**src/rtl/qracc_pkg.sv**
```systemverilog
// Shared QR accelerator types: SRAM controller states, control bundle, default timings.
// No logic of its own; zero latency.
// No flow control here; consumers own the handshakes.
package qracc_pkg;

    localparam int SRAM_NUM_ROWS   = 128;
    localparam int SRAM_NUM_COLS   = 32;
    localparam int SRAM_PCH_CYCLES = 1;
    localparam int SRAM_WL_CYCLES  = 2;
    localparam int SRAM_SA_CYCLES  = 1;
    localparam int SRAM_WR_CYCLES  = 2;
    localparam int SRAM_CNT_W      = 8;

    typedef enum logic [3:0] {
        S_IDLE,
        S_PCH,
        S_WR,
        S_WL,
        S_SENSE,
        S_DONE
`ifdef QRACC_SRAM_WRVERIFY_EN
        ,
        S_VPCH,
        S_VWL,
        S_VSENSE
`endif
    } sram_ctrl_state_t;

    typedef struct packed {
        logic pch;
        logic wl;
        logic write;
        logic saen;
        logic rd_vld;
    } sram_ctrl_t;

    // Array signalling that applies for the whole time a state is occupied.
    function automatic sram_ctrl_t sram_ctrl_for(input sram_ctrl_state_t s);
        sram_ctrl_t c;
        c = '0;
        case (s)
            S_PCH:    c.pch = 1'b1;
            S_WR:     begin c.wl = 1'b1; c.write = 1'b1; end
            S_WL:     c.wl = 1'b1;
            S_SENSE:  begin c.wl = 1'b1; c.saen = 1'b1; end
            S_DONE:   c.rd_vld = 1'b1;
`ifdef QRACC_SRAM_WRVERIFY_EN
            S_VPCH:   c.pch = 1'b1;
            S_VWL:    c.wl = 1'b1;
            S_VSENSE: begin c.wl = 1'b1; c.saen = 1'b1; end
`endif
            default:  c = '0;
        endcase
        return c;
    endfunction

endpackage

```
**src/rtl/qracc_wl_decoder.sv**
```systemverilog
// Row address + enable to one-hot wordline vector.
// Combinational, zero latency.
// No flow control.
module qracc_wl_decoder #(
    parameter int NUM_ROWS = 128,
    parameter int ADDR_W   = $clog2(NUM_ROWS)
) (
    input  logic [ADDR_W-1:0]   addr,
    input  logic                en,
    output logic [NUM_ROWS-1:0] wl
);

    always_comb begin
        wl = '0;
        if (en) wl[addr] = 1'b1;
    end

endmodule

```
**src/rtl/qracc_sram_ctrl.sv**
```systemverilog
// Single-beat SRAM read/write responder sequencing PCH/WL/WRITE/SAEN; optional write-verify via QRACC_SRAM_WRVERIFY_EN.
// Read: rd_valid_o pch+wl+sa cycles after accept; write busy pch+wr cycles (+pch+wl+sa with verify).
// rq_ready_o only in idle with mac_busy_i low; one request in flight, no queueing.
module qracc_sram_ctrl
    import qracc_pkg::*;
#(
    parameter int numRows   = SRAM_NUM_ROWS,
    parameter int numCols   = SRAM_NUM_COLS,
    parameter int pchCycles = SRAM_PCH_CYCLES,
    parameter int wlCycles  = SRAM_WL_CYCLES,
    parameter int saCycles  = SRAM_SA_CYCLES,
    parameter int wrCycles  = SRAM_WR_CYCLES
) (
    input  logic                       clk,
    input  logic                       rst,
    input  logic                       rq_valid_i,
    input  logic                       rq_wr_i,
    input  logic [$clog2(numRows)-1:0] addr_i,
    input  logic [numCols-1:0]         wr_data_i,
    output logic                       rq_ready_o,
    output logic                       rd_valid_o,
    output logic [numCols-1:0]         rd_data_o,
    input  logic                       mac_busy_i,
    input  logic [numCols-1:0]         SA_OUT,
    output logic [numRows-1:0]         WL,
    output logic                       PCH,
    output logic                       WRITE,
    output logic                       SAEN,
    output logic [numCols-1:0]         WR_DATA,
    output logic [numCols-1:0]         CSEL,
    output logic                       wr_err_o
);

    localparam int AW = $clog2(numRows);
    localparam int CW = SRAM_CNT_W;

    sram_ctrl_state_t   state;
    logic [CW-1:0]      cnt;
    sram_ctrl_t         ctrl_q;
    logic               is_wr_q;
    logic [AW-1:0]      addr_q;
    logic [numCols-1:0] data_q;
    logic [numCols-1:0] wr_drv_q;
    logic [numCols-1:0] rd_data_q;
    logic               accept;
`ifdef QRACC_SRAM_WRVERIFY_EN
    logic               wr_err_q;
`endif

    assign rq_ready_o = (state == S_IDLE) && !mac_busy_i && !rst;
    assign accept     = rq_valid_i && rq_ready_o;

    // Counter is loaded with (cycles-1) on entry; transitions happen only once it reads 0.
    always_ff @(posedge clk) begin
        if (rst) begin
            state     <= S_IDLE;
            cnt       <= '0;
            ctrl_q    <= '0;
            is_wr_q   <= 1'b0;
            addr_q    <= '0;
            data_q    <= '0;
            wr_drv_q  <= '0;
            rd_data_q <= '0;
`ifdef QRACC_SRAM_WRVERIFY_EN
            wr_err_q  <= 1'b0;
`endif
        end else if (state != S_IDLE && cnt != '0) begin
            cnt <= cnt - CW'(1);
        end else begin
            case (state)
                S_IDLE: begin
                    if (accept) begin
                        is_wr_q <= rq_wr_i;
                        addr_q  <= addr_i;
                        data_q  <= wr_data_i;
                        state   <= S_PCH;
                        cnt     <= CW'(pchCycles - 1);
                        ctrl_q  <= sram_ctrl_for(S_PCH);
                    end
                end
                S_PCH: begin
                    if (is_wr_q) begin
                        state    <= S_WR;
                        cnt      <= CW'(wrCycles - 1);
                        ctrl_q   <= sram_ctrl_for(S_WR);
                        wr_drv_q <= data_q;
                    end else begin
                        state  <= S_WL;
                        cnt    <= CW'(wlCycles - 1);
                        ctrl_q <= sram_ctrl_for(S_WL);
                    end
                end
                S_WL: begin
                    state  <= S_SENSE;
                    cnt    <= CW'(saCycles - 1);
                    ctrl_q <= sram_ctrl_for(S_SENSE);
                end
                S_SENSE: begin
                    rd_data_q <= SA_OUT;
                    state     <= S_DONE;
                    cnt       <= '0;
                    ctrl_q    <= sram_ctrl_for(S_DONE);
                end
                S_DONE: begin
                    state  <= S_IDLE;
                    ctrl_q <= '0;
                end
                S_WR: begin
                    wr_drv_q <= '0;
`ifdef QRACC_SRAM_WRVERIFY_EN
                    state    <= S_VPCH;
                    cnt      <= CW'(pchCycles - 1);
                    ctrl_q   <= sram_ctrl_for(S_VPCH);
`else
                    state    <= S_IDLE;
                    ctrl_q   <= '0;
`endif
                end
`ifdef QRACC_SRAM_WRVERIFY_EN
                S_VPCH: begin
                    state  <= S_VWL;
                    cnt    <= CW'(wlCycles - 1);
                    ctrl_q <= sram_ctrl_for(S_VWL);
                end
                S_VWL: begin
                    state  <= S_VSENSE;
                    cnt    <= CW'(saCycles - 1);
                    ctrl_q <= sram_ctrl_for(S_VSENSE);
                end
                S_VSENSE: begin
                    if (SA_OUT != data_q) wr_err_q <= 1'b1;
                    state  <= S_IDLE;
                    ctrl_q <= '0;
                end
`endif
                default: begin
                    state  <= S_IDLE;
                    ctrl_q <= '0;
                end
            endcase
        end
    end

    qracc_wl_decoder #(
        .NUM_ROWS (numRows),
        .ADDR_W   (AW)
    ) u_wl_dec (
        .addr (addr_q),
        .en   (ctrl_q.wl),
        .wl   (WL)
    );

    assign PCH        = ctrl_q.pch;
    assign WRITE      = ctrl_q.write;
    assign SAEN       = ctrl_q.saen;
    assign rd_valid_o = ctrl_q.rd_vld;
    assign rd_data_o  = rd_data_q;
    assign WR_DATA    = wr_drv_q;
    assign CSEL       = {numCols{ctrl_q.wl}};
`ifdef QRACC_SRAM_WRVERIFY_EN
    assign wr_err_o   = wr_err_q;
`else
    assign wr_err_o   = 1'b0;
`endif

endmodule

```
**config.mk**
```make
export PLATFORM = sky130hd
export DESIGN_NAME = qracc_sram_ctrl
export DESIGN_NICKNAME = d
export VERILOG_FILES = /design/src/rtl/qracc_pkg.sv /design/src/rtl/qracc_wl_decoder.sv /design/src/rtl/qracc_sram_ctrl.sv
export SDC_FILE = /design/constraint.sdc
export NUM_CORES = 1
export LEC_CHECK = 0
export CAP_MARGIN = 20
export CORE_MARGIN = 10
export CORE_UTILIZATION = 42
export CTS_CLUSTER_SIZE = 20
export DETAILED_ROUTE_END_ITERATION = 10
export GPL_ROUTABILITY_DRIVEN = 1
export PLACE_DENSITY = 0.86
export REMOVE_ABC_BUFFERS = 1
export SETUP_SLACK_MARGIN = 0.05
export SYNTH_ARGS = -nofsm -noshare
export SYNTH_HDL_FRONTEND = slang
export SYNTH_SLANG_ARGS = --single-unit
```
**constraint.sdc**
```tcl
create_clock -name clk -period 3.28 [get_ports clk]
set_input_delay 0.492 -clock clk [delete_from_list [all_inputs] [get_ports clk]]
set_output_delay 0.492 -clock clk [all_outputs]
set_load 0.02 [all_outputs]
```
==> summary.md <==
| Metric | Value |
|---|---|
| Status | complete, no violations |
| Pint | 3.30 mW |
| Routed Antenna Nets | 0 |
| Crit-path slowest cell | clkdlybuf4s50_1 |
| # DRC | 0 |
| Least-Margin Pin Slew | 0.910 ns |
| Cell taking the most area after synthesis | dfxtp_1 |
| # resized after CTS | 0 |
| Crit path buf inv count | 1 |
| Switching Share | 31.8% |
| Number of global-route vias before repair | roughly 5.8k |
| Total GRT Usage | 21.8% |
| Sink Count | 120 |
| Library cells used by synthesis | 43 |
| CTS Hold Bufs | 0 |
| Most numerous cell in the Yosys netlist | nand2_1 |
| Final setup TNS | 0 ns |
| Gpl congestion | 0.819 |
| Top cell type's share of synthesized area | 43.4% |
| Top post-synthesis cells by area | dfxtp_1 (43%), nand2_1 (13%), a21oi_1 (10%) |
| Multi-input combinational cell area | 2640 sq um |
| Tcrit/Tclk final | 93.7% |
| CTS tree | built |
| Synth-to-Final Area Change | 63.3% |
| Die span in x | 135 um |
| Worst hold slack | 0.449 ns |
| CP max stage delay | between 0.6 and 0.7 ns |
| Io pins | 306 |
| Yosys warns | 0 |
| CTS root buf | clkbuf_16 |
| Final #Nets | 1110 |
| WL/cell | 17.4 um |
| Class of the worst hold path | flip-flop to flip-flop |
| Fin util | 70.8% |
| Starting Density | 43.3% |
| Mean post-synth cell area | roughly 7 sq um |
| Vias per inst | 5.06 |
| Peak supply drop | 0.000507 V |
| Setup Fix Bufs, Post-CTS | 0 |
| CORE AREA | between 10000 and 15000 sq um |
| Routed vias | 6163 |
| Minimum clock period | 3.07 ns |
| Reg area | 2400 sq um |
| Post-route non-filler standard cell count | about 1.2k |
| EDFF count, synth | 0 |
| Worst Path Arrival | about 2.6 ns |
| Gr ovfl total | 0 |
| CP max FO | 20 |
| Clock transition at path regs | 0.05 ns |
| Slew Viols, Final | 0 |
| Startpoint Class | flip-flop |
| First-pass GRT wire length | 31.9 mm |
| Post-DP HPWL | roughly 16 mm |
| FP Rows | 41 |
| Finished Cell Area | 9040 sq um |
| Clock Skews | 0.0128 ns |
| Leakage power | 2.91 nW |
| Largest net degree at the start of global routing | 76 |
| Worst path required time | 2.79 ns |
| Post-Syn Instances | 790 |
| Flop pwr share | 34.2% |
| Ys async rst share | 0% |
| Clk_lat worst skew | 0.41 ns |
| Layout cells sized above 1 | 5.17% |
| Max-Slew Margin vs Limit | 39.3% |
| Total Power | between 4 and 5 mW |
| Placement Cell Area | 8430 sq um |
| Final setup viols | 0 |
| Fmax | 325 MHz |
| CP top delay family | simple AND/OR/NAND/NOR gates |
| Combinational power share | 27.0% |
| Max Root-Sink Buffers | 2 |
| Routed Wire Length | 21.2 mm |
| IO Port Bufs | roughly 300 |
| Seq/Total Area, Yosys | 43.4% |
| #FFs+latches synth | 120 |
| Commonest cells post-synth | nand2_1 (196), nor2_1 (124), dfxtp_1 (120) |
| Chip height | 135 um |
| RSZ-0062 raised after global routing | yes |
| Synth Flop Type | dfxtp_1 |
| Crit path capture type | output port |
| Crit-path cells | nor2b_1 -> nand3_1 -> nor2_1 -> clkdlybuf4s50_1 |
| Initial antenna violation count | 1 |
| Crit path setup slack, layout | 0.207 ns |
| Psw | about 1.5 mW |
| Drt first-iter violations | between 400 and 500 |
| Max-cap violations | 0 |
| Number of fill cells | 1040 |
| Setup CP Type | flip-flop to output port |
| Num CTS Buffers | 17 |
| Clk pwr share | around two fifths |
| Pre-CTS setup slack | approximately 0.62 ns |
| Final Hold Vio Count | 0 |
| DP Cell Count | 1185 |
| Netlist Area Pre-Place | 5530 sq um |
| PD cells | 535 nW/um^2 |
| DRT Pass-1 Iters | 4 |
| Die ar. | 18200 sq um |
| Htree depth | 4 |
## sequential cells by signal, summed over array words and instances (netlist names)
signal and flops:
CSEL 1, PCH 1, SAEN 1, WRITE 1
WR_DATA 32, addr_q 7, cnt 8, data_q 32
is_wr_q 1, rd_data_o 32, rd_valid_o 1, state 3
## cells by family after synthesis
kind of cell | Yosys count | synth area share [%]
mux | 1 | 0.181
other cells | 1 | 0.0678
xor+xnor | 1 | 0.158
buf+inv | 101 | 9.18
compound gates | 140 | 14.0
flops | 120 | 43.4
simple gates | 424 | 32.6
fa+ha+maj | 2 | 0.452
## power by group through the flow
stage	combinational [mW]	sequential, mW	clock, mW
2_1_floorplan	0.645	1.77	0
3_3_place_gp	1.27	1.67	0
3_5_place_dp	1.30	1.68	0
4_1_cts	1.31	1.65	1.90
5_1_grt	1.43	1.67	1.97
6_report	1.30	1.65	1.88
## final timing paths
check / slack (ns) / to / depth (start not counted) / startpoint
worst max-delay path: 0.21 / WL[70] / 4 / addr_q[0]
worst min register to register: 0.45 / WR_DATA[9] / 2 / WR_DATA[9]
worst max register to register: 1.03 / WR_DATA[5] / 7 / cnt[0]
worst min-delay path: 0.45 / WR_DATA[9] / 2 / WR_DATA[9]
## layout by cell type, fill, tap and decap left out, drive strengths merged, types with 4 or more instances in the layout
master and n:
nor4 4, buf 14, inv 9, or3 4, nand2b 6, a31oi 4, clkbuf 20, nor3 15
clkinv 5, nand2 196, nand3 48, nor2 124, dfxtp 120, clkdlybuf4s50 303, a21oi 115, nor2b 8
o21ai 5
## worst register-to-register path: cells and delay by family (launching register included)
kind	cells	cell delay, ns
AO/OA/AOI/OAI	2	0.53
adder cells (fa/ha/maj)	1	0.17
buffers and inverters	2	0.39
flip-flops	1	0.35
AND/OR/NAND/NOR	2	0.66
## per-layer routing
metal,GRT usage [%],share of wire [%]
met5,0,0
met1,22.6,37
met2,39.0,51
met4,8.16,2.2
met3,8.20,9.9
## area by class of cell
cell class / count / area share, %
timing repair buffer: 317 / 34.9
clock buffer: 20 / 5.05
clock inverter: 12 / 1.63
tap: 172 / 2.38
antenna: 1 / 0.0277
sequential: 120 / 26.6
inverter: 7 / 0.291
multi-input combinational: 569 / 29.2
No activity file was read; power rests on OpenSTA's default activity.
